<file path="src/rtl/rom_rd_arbiter.sv">
// rom_rd_arbiter
// Arbitrates two burst-read requesters onto a single synchronous ROM port.
// An accepted request becomes one ROM address per cycle for len+1 cycles.
// Each response returns to its requester after RD_LAT cycles, tagged with
// the requester that issued it.
//
// Optional feature: define ROM_ARB_RR_EN for round-robin arbitration.
// Without it, requester 0 has fixed priority.
//
// Parameters
//   ADDR_W  ROM word-address width
//   DATA_W  ROM data width
//   RD_LAT  ROM read latency in cycles, legal range 1..4
//
// Ports
//   rd_clk                sole clock, rising edge
//   rst_n                 asynchronous active-low reset
//   reqN_valid/reqN_ready burst request handshake (N = 0, 1)
//   reqN_addr             burst start address
//   reqN_len              burst length minus one
//   rspN_valid/rspN_data  read data returned to requester N
//   rom_addr              registered ROM address
//   rom_rd_data           ROM read data, RD_LAT cycles after rom_addr
//   busy                  burst in progress or responses in flight
module rom_rd_arbiter #(
    parameter int ADDR_W = 10,
    parameter int DATA_W = 64,
    parameter int RD_LAT = 2
) (
    input  logic              rd_clk,
    input  logic              rst_n,
    input  logic              req0_valid,
    output logic              req0_ready,
    input  logic [ADDR_W-1:0] req0_addr,
    input  logic [3:0]        req0_len,
    input  logic              req1_valid,
    output logic              req1_ready,
    input  logic [ADDR_W-1:0] req1_addr,
    input  logic [3:0]        req1_len,
    output logic              rsp0_valid,
    output logic [DATA_W-1:0] rsp0_data,
    output logic              rsp1_valid,
    output logic [DATA_W-1:0] rsp1_data,
    output logic [ADDR_W-1:0] rom_addr,
    input  logic [DATA_W-1:0] rom_rd_data,
    output logic              busy
);

    localparam logic [ADDR_W-1:0] ADDR_ONE = ADDR_W'(1);

    typedef enum logic {
        IDLE  = 1'b0,
        BURST = 1'b1
    } state_t;

    state_t            state;
    logic              owner;
    logic [3:0]        beat_cnt;
    logic [3:0]        len_q;
    logic              grant0;
    logic              grant1;
    logic [RD_LAT-1:0] vld_pipe;
    logic [RD_LAT-1:0] own_pipe;

`ifdef ROM_ARB_RR_EN
    // last_grant == 1 means requester 1 won most recently.
    // Under contention, requester 0 therefore goes next.
    logic last_grant;

    assign grant0 = req0_valid & (~req1_valid | last_grant);

    // Remember who won each acceptance, so the other side wins the next tie.
    always_ff @(posedge rd_clk or negedge rst_n) begin
        if (!rst_n) begin
            last_grant <= 1'b1;
        end else if (req0_ready | req1_ready) begin
            last_grant <= req1_ready;
        end
    end
`else
    assign grant0 = req0_valid;
`endif

    assign grant1 = req1_valid & ~grant0;

    // Ready is combinational from valid, but only while idle.
    // It is also held low during reset.
    assign req0_ready = rst_n & (state == IDLE) & grant0;
    assign req1_ready = rst_n & (state == IDLE) & grant1;

    // Burst FSM.
    // Acceptance loads the start address straight into rom_addr, so the
    // first beat goes out on the next cycle. The FSM then steps one word
    // per cycle and drops back to IDLE after the last beat. rom_addr keeps
    // its last value between bursts.
    always_ff @(posedge rd_clk or negedge rst_n) begin
        if (!rst_n) begin
            state    <= IDLE;
            owner    <= 1'b0;
            beat_cnt <= 4'd0;
            len_q    <= 4'd0;
            rom_addr <= '0;
        end else begin
            case (state)
                IDLE: begin
                    if (req0_ready | req1_ready) begin
                        state    <= BURST;
                        owner    <= req1_ready;
                        beat_cnt <= 4'd0;
                        rom_addr <= req1_ready ? req1_addr : req0_addr;
                        len_q    <= req1_ready ? req1_len : req0_len;
                    end
                end
                BURST: begin
                    if (beat_cnt == len_q) begin
                        state <= IDLE;
                    end else begin
                        beat_cnt <= beat_cnt + 4'd1;
                        rom_addr <= rom_addr + ADDR_ONE;
                    end
                end
                default: state <= IDLE;
            endcase
        end
    end

    // Issue-valid and owner tag travel alongside the ROM's read latency.
    // Stage RD_LAT-1 lines up with rom_rd_data for the beat issued
    // RD_LAT cycles earlier.
    always_ff @(posedge rd_clk or negedge rst_n) begin
        if (!rst_n) begin
            vld_pipe <= '0;
            own_pipe <= '0;
        end else begin
            vld_pipe[0] <= (state == BURST);
            own_pipe[0] <= owner;
            for (int i = 1; i < RD_LAT; i++) begin
                vld_pipe[i] <= vld_pipe[i-1];
                own_pipe[i] <= own_pipe[i-1];
            end
        end
    end

    assign rsp0_valid = vld_pipe[RD_LAT-1] & ~own_pipe[RD_LAT-1];
    assign rsp1_valid = vld_pipe[RD_LAT-1] &  own_pipe[RD_LAT-1];
    assign rsp0_data  = rom_rd_data;
    assign rsp1_data  = rom_rd_data;
    assign busy       = (state == BURST) | (|vld_pipe);

endmodule

</file>
<file path="config.mk">
export PLATFORM = sky130hd
export DESIGN_NAME = rom_rd_arbiter
export DESIGN_NICKNAME = d
export VERILOG_FILES = /design/src/rtl/rom_rd_arbiter.sv
export SDC_FILE = /design/constraint.sdc
export NUM_CORES = 1
export LEC_CHECK = 0
export CORE_AREA = 3 3 92 94
export DETAILED_ROUTE_END_ITERATION = 8
export DIE_AREA = 0 0 95 97
export DONT_BUFFER_PORTS = 1
export PLACE_DENSITY = 0.53
export SETUP_SLACK_MARGIN = 0.05
export SYNTH_ARGS = -nofsm -noshare
export SYNTH_HDL_FRONTEND = slang
export SYNTH_SLANG_ARGS = --single-unit
</file>
<file path="constraint.sdc">
create_clock -name rd_clk -period 1.7 [get_ports rd_clk]
set_input_delay 0.17 -clock rd_clk [delete_from_list [all_inputs] [get_ports rd_clk]]
set_output_delay 0.17 -clock rd_clk [all_outputs]
set_load 0.01 [all_outputs]
</file>
Word level (Yosys, flattened, before mapping)

Cells that the tools add are included.

Flip-flop bits (word level): 24
Input bits: 96
Output and inout bits: 143
Logic and storage cells: 37

Add/sub/neg operators: 2
Equal/unequal tests: 3
Mux-type cells: 11
Bitwise operators: 11
Reduce and logical (&&, ||, !) cells: 3

Operator list:

| operator                                                                 | number |
|---|---|
| 10-bit two-way mux                                                       | 3 |
| 10-bit case mux with 2 select lines                                      | 1 |
| 4-bit two-way mux                                                        | 3 |
| 10-bit by 1-bit adder with 10-bit output (second input constant)         | 1 |
| 4-bit case mux with 2 select lines                                       | 1 |
| 1-bit AND                                                                | 6 |
| 4-bit by 1-bit adder with 4-bit output (second input constant)           | 1 |
| 4-bit equality test                                                      | 1 |
| 2-bit AND reduction                                                      | 2 |
| 1-bit inverter                                                           | 3 |
| 1-bit two-way mux                                                        | 2 |
| 2-bit by 1-bit inequality test with 1-bit output (second input constant) | 1 |
| 2-bit inequality test (second input constant)                            | 1 |
| 1-bit OR                                                                 | 2 |
| 1-bit case mux with 2 select lines                                       | 1 |
| 2-bit OR reduction                                                       | 1 |

Logic depth before layout (Yosys ltp)

Gate-level depths: netlist of the first run.

Depth in word-level cells: 6
Depth in mapped cells: 6
Depth with buffers taken out: 5

Worst setup path after synthesis of the first run

Ideal clock, no wire load.

Kind: register -> register
Start point: register beat_cnt[0]
End point: register rom_addr[0]
Setup time: 0.125 ns
Data arrival time: 1.577 ns
Data required time: 1.575 ns
Setup slack: -0.002 ns
Cell stages (with the launch flop): 7
Buffers on the path: 1
Period minus slack after synthesis: 1.702 ns
Cell sequence: dfrtp_1 > xor2_1 > o41a_1 > buf_6 > nor2_8 > inv_2 > mux2_4

Cells in the longest elaborated chain, start to end: 3

RTL lines:

| element                                | line | RTL |
|---|---|---|
| start: declaration                     | 58   | `logic [3:0] beat_cnt;` |
| start signal: assignment               | 118  | `beat_cnt <= beat_cnt + 4'd1;` |
| 4-bit equality test                    | 115  | `if (beat_cnt == len_q) begin` |
| 2-bit inequality test (no source line) | -    |  |
| 2-bit AND reduction (no source line)   | -    |  |
| end signal: assignment                 | 110  | `rom_addr <= req1_ready ? req1_addr : req0_addr;` |
| end signal: assignment                 | 119  | `rom_addr <= rom_addr + ADDR_ONE;` |
| end: declaration                       | 44   | `output logic [ADDR_W-1:0] rom_addr,` |

Every way passes these cells.
A chain may end at the register's enable or synchronous reset.

Final worst setup path of the first run

Start point: register len_q[3]
End point: register rom_addr[1]

Cells in the longest elaborated chain, start to end: 3

RTL lines:

| element                                | line | RTL |
|---|---|---|
| start: declaration                     | 59   | `logic [3:0] len_q;` |
| start signal: assignment               | 111  | `len_q <= req1_ready ? req1_len : req0_len;` |
| 4-bit equality test                    | 115  |  |
| 2-bit inequality test (no source line) | -    |  |
| 2-bit AND reduction (no source line)   | -    |  |

Every way passes these cells.

==> results of run 1 <==
per-stage QoR:
| step | setup TNS (ps) | util (%) | power, mW |
|---|---|---|---|
| final | -44.4 | 23.5 | 3.40 |
| after global routing | -603 | 23.5 | 3.74 |
| after CTS | -100 | 23.5 | 3.45 |
| after detailed placement | -48.2 | 21.9 | 2.97 |
| after global placement | -18.4 | 21.9 | 2.94 |
| after floorplan | 0 | - | 2.55 |
layer usage:
metal,wire [um],GRT usage [%],vias up
met5,0,0,-
met4,200,6.22,0
met3,534,3.73,30
met2,2330,17.7,78
met1,1860,12.7,613
li1,-,-,586
layout by cell type, fill, tap and decap left out, types with 3 or more instances in the layout:
cell and n:
buf_4 29, dfrtp_1 24, nand2_1 8, o21ai_0 8, nor2b_1 7, mux2i_1 7, nor3_1 7, inv_1 5
nand3_1 5, o22ai_1 5, a22oi_1 5, a31oi_1 5, xor2_1 4, clkbuf_8 4, a21oi_1 3, nand4_1 3
power by group through the flow:
stage                     Combinational [mW]  Sequential (mW)  Clock [mW]
after detailed placement                1.85             1.12           0
after floorplan                         1.42             1.13           0
after global placement                  1.83             1.11           0
final                                   1.92             1.10       0.382
after global routing                    2.17             1.15       0.423
after CTS                               1.94             1.11       0.404
critical path, delay by kind of cell (launching register included):
family	cells	cell delay [ps]
AOI/OAI and AO/OA	1	520
DFF	1	410
muxes	1	290
xor gates and xnor gates	1	190
and+or+nand+nor	1	150
buffers and inverters	1	60
area by class of cell:
cell class	count	area, um2
Multi-Input combinational cell	103	752
Timing Repair Buffer	32	258
Tap cell	102	128
Clock buffer	4	55.1
Fill cell	842	5910
Inverter	6	25.0
Sequential cell	24	601
repair_timing:
item | in CTS | in global routing
hold endpoints to repair | 25 | 0
buffers inserted | 1 | 0
gates resized for setup | 4 | 1
pin swaps | 4 | 2
gates cloned | 0 | 0
endpoints found under the setup margin | 10 | 14
hold buffers | 3 | 0
path summary, 6_finish.rpt:
| path | from | endpoint |
|---|---|---|
| min in group asynchronous | rst_n | rom_addr[2]$_DFFE_PN0P_ |
| max in group asynchronous | rst_n | rom_addr[8]$_DFFE_PN0P_ |
| min reg2reg | own_pipe[0]$_DFF_PN0_ | own_pipe[1]$_DFF_PN0_ |
| max reg2reg | len_q[3]$_DFFE_PN0P_ | rom_addr[1]$_DFFE_PN0P_ |
| min | req0_valid | len_q[0]$_DFFE_PN0P_ |
| max | len_q[3]$_DFFE_PN0P_ | rom_addr[1]$_DFFE_PN0P_ |
cells by family after synthesis:
kind of cell | after synthesis | share of synthesized area [%]
AO/OA/AOI/OAI | 43 | 13.2
XOR/XNOR | 4 | 1.50
adder cells (fa/ha/maj) | 2 | 1.07
buffers and inverters | 141 | 43.5
flip-flops | 24 | 25.6
multiplexers | 9 | 4.27
AND/OR/NAND/NOR | 45 | 10.8
registers in the layout, summed over array words and instances (netlist names):
signal,flops
rom_addr,10
owner,1
vld_pipe,2
len_q,4
own_pipe,2
beat_cnt,4
state,1
==> summary.md, run 1 <==
| Metric | Value |
|---|---|
| Status | complete, but fails checks |
| Failing checks | setup timing |
| Hold path depth | 1 |
| Setup-failing EPs final | 2 |
| FF-to-FF setup slack | -30 ps |
| Commonest cells in the netlist | buf_4 (128), dfrtp_1 (24), nand2_1 (9), o21ai_0 (8) |
| P_leak | 0.764 nW |
| Worst-case clock buffer depth | 2 |
| Max incr delay on CP | 520 ps |
| GR Util All Layers | 11.1% |
| Period utilization | 101% |
| Post-synth EDFFs | 0 |
| P per Cell Area | 1870 mW/mm2 |
| H-tree Lvls | 1 |
| Vias in the first global route | 1439 |
| Die Wd | 95 um |
| Top-count cell post-synth | buf_4 |
| Logic pwr share | 56.5% |
| Biggest area consumer among synthesized cells | buf_4 |
| Worst Hold Class | input port to flop |
| Clock transition at path regs | 80 ps |
| Die span in y | 97 um |
| Root Buffer | clkbuf_8 |
| Worst-path cell chain | xor2_1 -> o41a_1 -> nor2_8 -> inv_4 -> mux2_4 |
| Synth area leaders | buf_4 (41%), dfrtp_1 (26%), mux2i_1 (3.0%), nor2b_1 (1.9%), o21ai_0 (1.7%) |
| Sequential area share after synthesis | 25.6% |
| Nets | 268 |
| Hold Violations, Final | 0 |
| Psw | 1.36 mW |
| P_int | 2.04 mW |
| Syn Std Cell Area | 0.00234 mm2 |
| Global route overflow | 0 |
| Pins Over Slew Limit | 0 |
| Net Sw Frac | 40.1% |
| First-pass GRT wire length | 7.96 mm |
| Hold_ws | 23.5 ps |
| Largest net degree at the start of global routing | 25 |
| Total Wirelength | 4.92 mm |
| Yosys reg bits | 24 |
| Post-synthesis cell type count | 44 |
| Placed cell count | 263 |
| Routed len/inst | 18.2 um |
| Critical path type | flop to flop |
| Pre-Repair DR Iteration Count | 4 |
| Area of placed instances | 0.00169 mm2 |
| Worst setup EP type | flop |
| Clock sinks | 24 |
| RSZ-0062 raised after global routing | yes |
| Row cnt | 32 |
| GPL Wtd Cong | 0.813 |
| Ports | 239 |
| Post-Place Worst Slack | -25.1 ps |
| Layout Area Growth over Synthesis | -22.4% |
| Full die area | 0.00922 mm2 |
| Crit-path max FO | 5 |
| Core region area | 0.00773 mm2 |
| Post-Synthesis Cells | 268 |
| Post-synthesis average cell area | 8.74 um2 |
| PortBufs | 0 |
| Async SR Flop Fraction | 100% |
| Sequential power share | 32.3% |
| Fin area | 0.00182 mm2 |
| ANT cells | 0 |
| Remaining antenna violation count | 0 |
| Initial core utilization | 30.3% |
| Max Cap Viol | 0 |
| Clk Latency, worst-skew pair | 260 ps |
| Post-synth top flop | dfrtp_1 |
| Antenna violations before repair | 0 |
| Slew HR | 75.1% |
| DP HPWL | 3.92 mm |
| Post-layout min period | 1730 ps |
| Clock share of power | 11.2% |
| YS warnings | 0 |
| Synth Net Count | 366 |
| Slowest cell on crit path | o41a_1 |
| Crit path DAT | 1880 ps |
| DR DRC count | 0 |
| Share of layout cells above drive strength 1 | 27.2% |
| Vias post-DR | 1307 |
| CTS tree | done |
| Data required, critical path | 1850 ps |
| Worst Reg-to-Reg Cells | 5 |
| Fmax | 580 MHz |
| Iter 0 DRT Violations | 41 |
| Yosys top cell area share | 41.0% |
| Slew of the pin with the lowest slew margin | 374 ps |
| Setup Skew | 4.14 ps |
| Worst Setup Slack, final | -25.3 ps |
| Vias/cell | 4.82 |
| Num CTS Buffers | 3 |
| Startpoint Class | flop |
| Worst vdd ir | 717 uV |
| Fin cells | 271 |
No activity file was read; power rests on OpenSTA's default activity.
==> run 2, diff against run 1 <==
Settings changed: CORE_AREA 3 3 92 94 to 4 4 91 93, PLACE_DENSITY 0.53 to 0.55.
==> run 2 against run 1 <==
Against the previous run:
- the flow still finishes with violations (setup timing)
- core utilization rose by 0.71 points
- total power grew 0.36%
- critical endpoint unchanged
- clock skew down 1.2 ps
- clock power is essentially flat
- global-route usage up 0.38 points
- via count shrank 2.2%
- combinational power hardly changed
- die area is the same
- non-clock buffer count is 2 higher
- highest routed layer unchanged
- sequential cell count did not move
- sequential share of layout area shrank 0.11 points
==> summary.md, run 2 (same netlist as run 1, synthesis figures left out) <==
| Metric | Value |
|---|---|
| Status | complete, but fails checks |
| Failing checks | setup timing |
| Data required, critical path | 1850 ps |
| Largest registers | rom_addr x10, beat_cnt x4, len_q x4 |
| Root Buffer | clkbuf_8 |
| Routed wl met2 | 2.55 mm |
| DRT met1 WL | 1.96 mm |
| Pre-Repair DR Iteration Count | 4 |
| Worst vdd ir | 1050 uV |
| Top reg by flops | rom_addr |
| Routed len/inst | 19.2 um |
| CTS tree | done |
| Clock sinks | 24 |
| Finished Core Util | 24.2% |
| Share of layout cells above drive strength 1 | 28.1% |
| Slew HR | 72.2% |
| Fin cells | 273 |
| Psw | 1.36 mW |
| Hold_sp | req0_valid |
| Setup Skew | 2.97 ps |
| P_int | 2.05 mW |
| Hold Violations, Final | 0 |
| Worst-case clock buffer depth | 2 |
| Row cnt | 32 |
| Num CTS Buffers | 3 |
| Hold_ws | 21.6 ps |
| Origin of the worst setup path | len_q[0]$_DFFE_PN0P_ |
| Worst r2r src | len_q[0]$_DFFE_PN0P_ |
| Startpoint Class | flop |
| Die Wd | 95 um |
| DR DRC count | 0 |
| Top sig layer | met4 |
| RSZ-0062 raised after global routing | yes |
| WL met3 | 552 um |
| Worst Setup Slack, final | -65.9 ps |
| GPL Wtd Cong | 0.835 |
| Pins Over Slew Limit | 0 |
| Worst Hold Class | input port to flop |
| Ports | 239 |
| Slowest cell on crit path | o41a_1 |
| Most common cell after layout, fill and taps aside | buf_4 |
| P_leak | 0.776 nW |
| Worst setup EP type | flop |
| Setup-failing EPs final | 5 |
| Largest register FFs | 10 |
| Period utilization | 104% |
| Layout Area Growth over Synthesis | -22.1% |
| Remaining antenna violation count | 0 |
| Max Cap Viol | 0 |
| Fmax | 566 MHz |
| Vias/cell | 4.68 |
| Largest net degree at the start of global routing | 25 |
| ANT cells | 0 |
| First-pass GRT wire length | 8.16 mm |
| Vias in the first global route | 1370 |
| Max incr delay on CP | 570 ps |
| DP HPWL | 4.10 mm |
| Critical path type | flop to flop |
| Total Wirelength | 5.24 mm |
| Slew of the pin with the lowest slew margin | 416 ps |
| Logic pwr share | 55.8% |
| GR Util All Layers | 11.4% |
| Core region area | 0.00753 mm2 |
| Nets | 270 |
| Net Sw Frac | 39.9% |
| Full die area | 0.00922 mm2 |
| Worst-path cell chain | xor2_1 -> o41a_1 -> nor2_8 -> inv_4 -> mux2_4 |
| Clock transition at path regs | 90 ps |
| Crit-path max FO | 6 |
| PortBufs | 0 |
| H-tree Lvls | 1 |
| Clock share of power | 11.2% |
| Vias post-DR | 1278 |
| Placed cell count | 266 |
| P per Cell Area | 1870 mW/mm2 |
| Most frequent cells in the layout | buf_4 (32), dfrtp_1 (24), nand2_1 (9) |
| Iter 0 DRT Violations | 26 |
| Initial core utilization | 31.1% |
| Antenna violations before repair | 0 |
| Crit path DAT | 1920 ps |
| Post-layout min period | 1770 ps |
| Clk Latency, worst-skew pair | 260 ps |
| Sequential power share | 32.9% |
| Die span in y | 97 um |
| Global route overflow | 0 |
run 2: power by group through the flow:
stage	Combinational [mW]	Sequential (mW)	Clock, mW
floorplan	1.42	1.13	0
global placement	1.83	1.13	0
detailed placement	1.84	1.14	0
CTS	1.88	1.13	0.396
global route	2.11	1.17	0.431
finish	1.91	1.12	0.384
run 2: cell type report:
class	instances	area (um2)
fillers	839	5700
well taps	102	128
clock buffers	4	55.1
multi-input cells	103	746
repair buffers	34	270
flip-flops and latches	24	601
inverters	6	25.0
run 2: per-stage QoR:
stage          power (mW)  setup slack [ps]  setup TNS (ps)  instance area [um2]
4_1_cts              3.40             -68.6            -169                 1810
6_report             3.41             -65.9            -153                 1820
2_1_floorplan        2.55              18.1               0                 2340
3_5_place_dp         2.98             -50.8           -98.5                 1720
3_3_place_gp         2.95             -17.4           -34.6                 1720
5_1_grt              3.72              -127            -818                 1820
run 2: final timing paths:
kind,cells after the start,slack (ps),endpoint
worst max-delay path,5,-70,rom_addr[1]$_DFFE_PN0P_
worst min-delay path,1,20,len_q[1]$_DFFE_PN0P_
worst max register to register,5,-70,rom_addr[1]$_DFFE_PN0P_
worst min register to register,0,360,own_pipe[1]$_DFF_PN0_
max in group asynchronous,2,1230,own_pipe[0]$_DFF_PN0_
min in group asynchronous,2,330,rom_addr[8]$_DFFE_PN0P_
run 2: critical path, delay by kind of cell, from the launching register on:
family	cells	cell delay, ps
AOI/OAI and AO/OA	1	570
DFF	1	400
muxes	1	290
xor gates and xnor gates	1	190
and+or+nand+nor	1	150
buffers and inverters	1	60
run 2: routing by layer:
layer  up-vias  global-route usage (%)
met5         -                       0
met4         0                    5.44
met3        23                    4.12
met2        84                    17.6
met1       581                    14.0
li1        590                       -
run 2: what timing repair did:
item,4_1_cts,5_1_grt
hold endpoints to repair,24,0
setup buffers,0,1
pin swaps,0,1
gates cloned,0,0
resized for setup,2,2
hold buffers,2,0
setup endpoints to repair,10,14
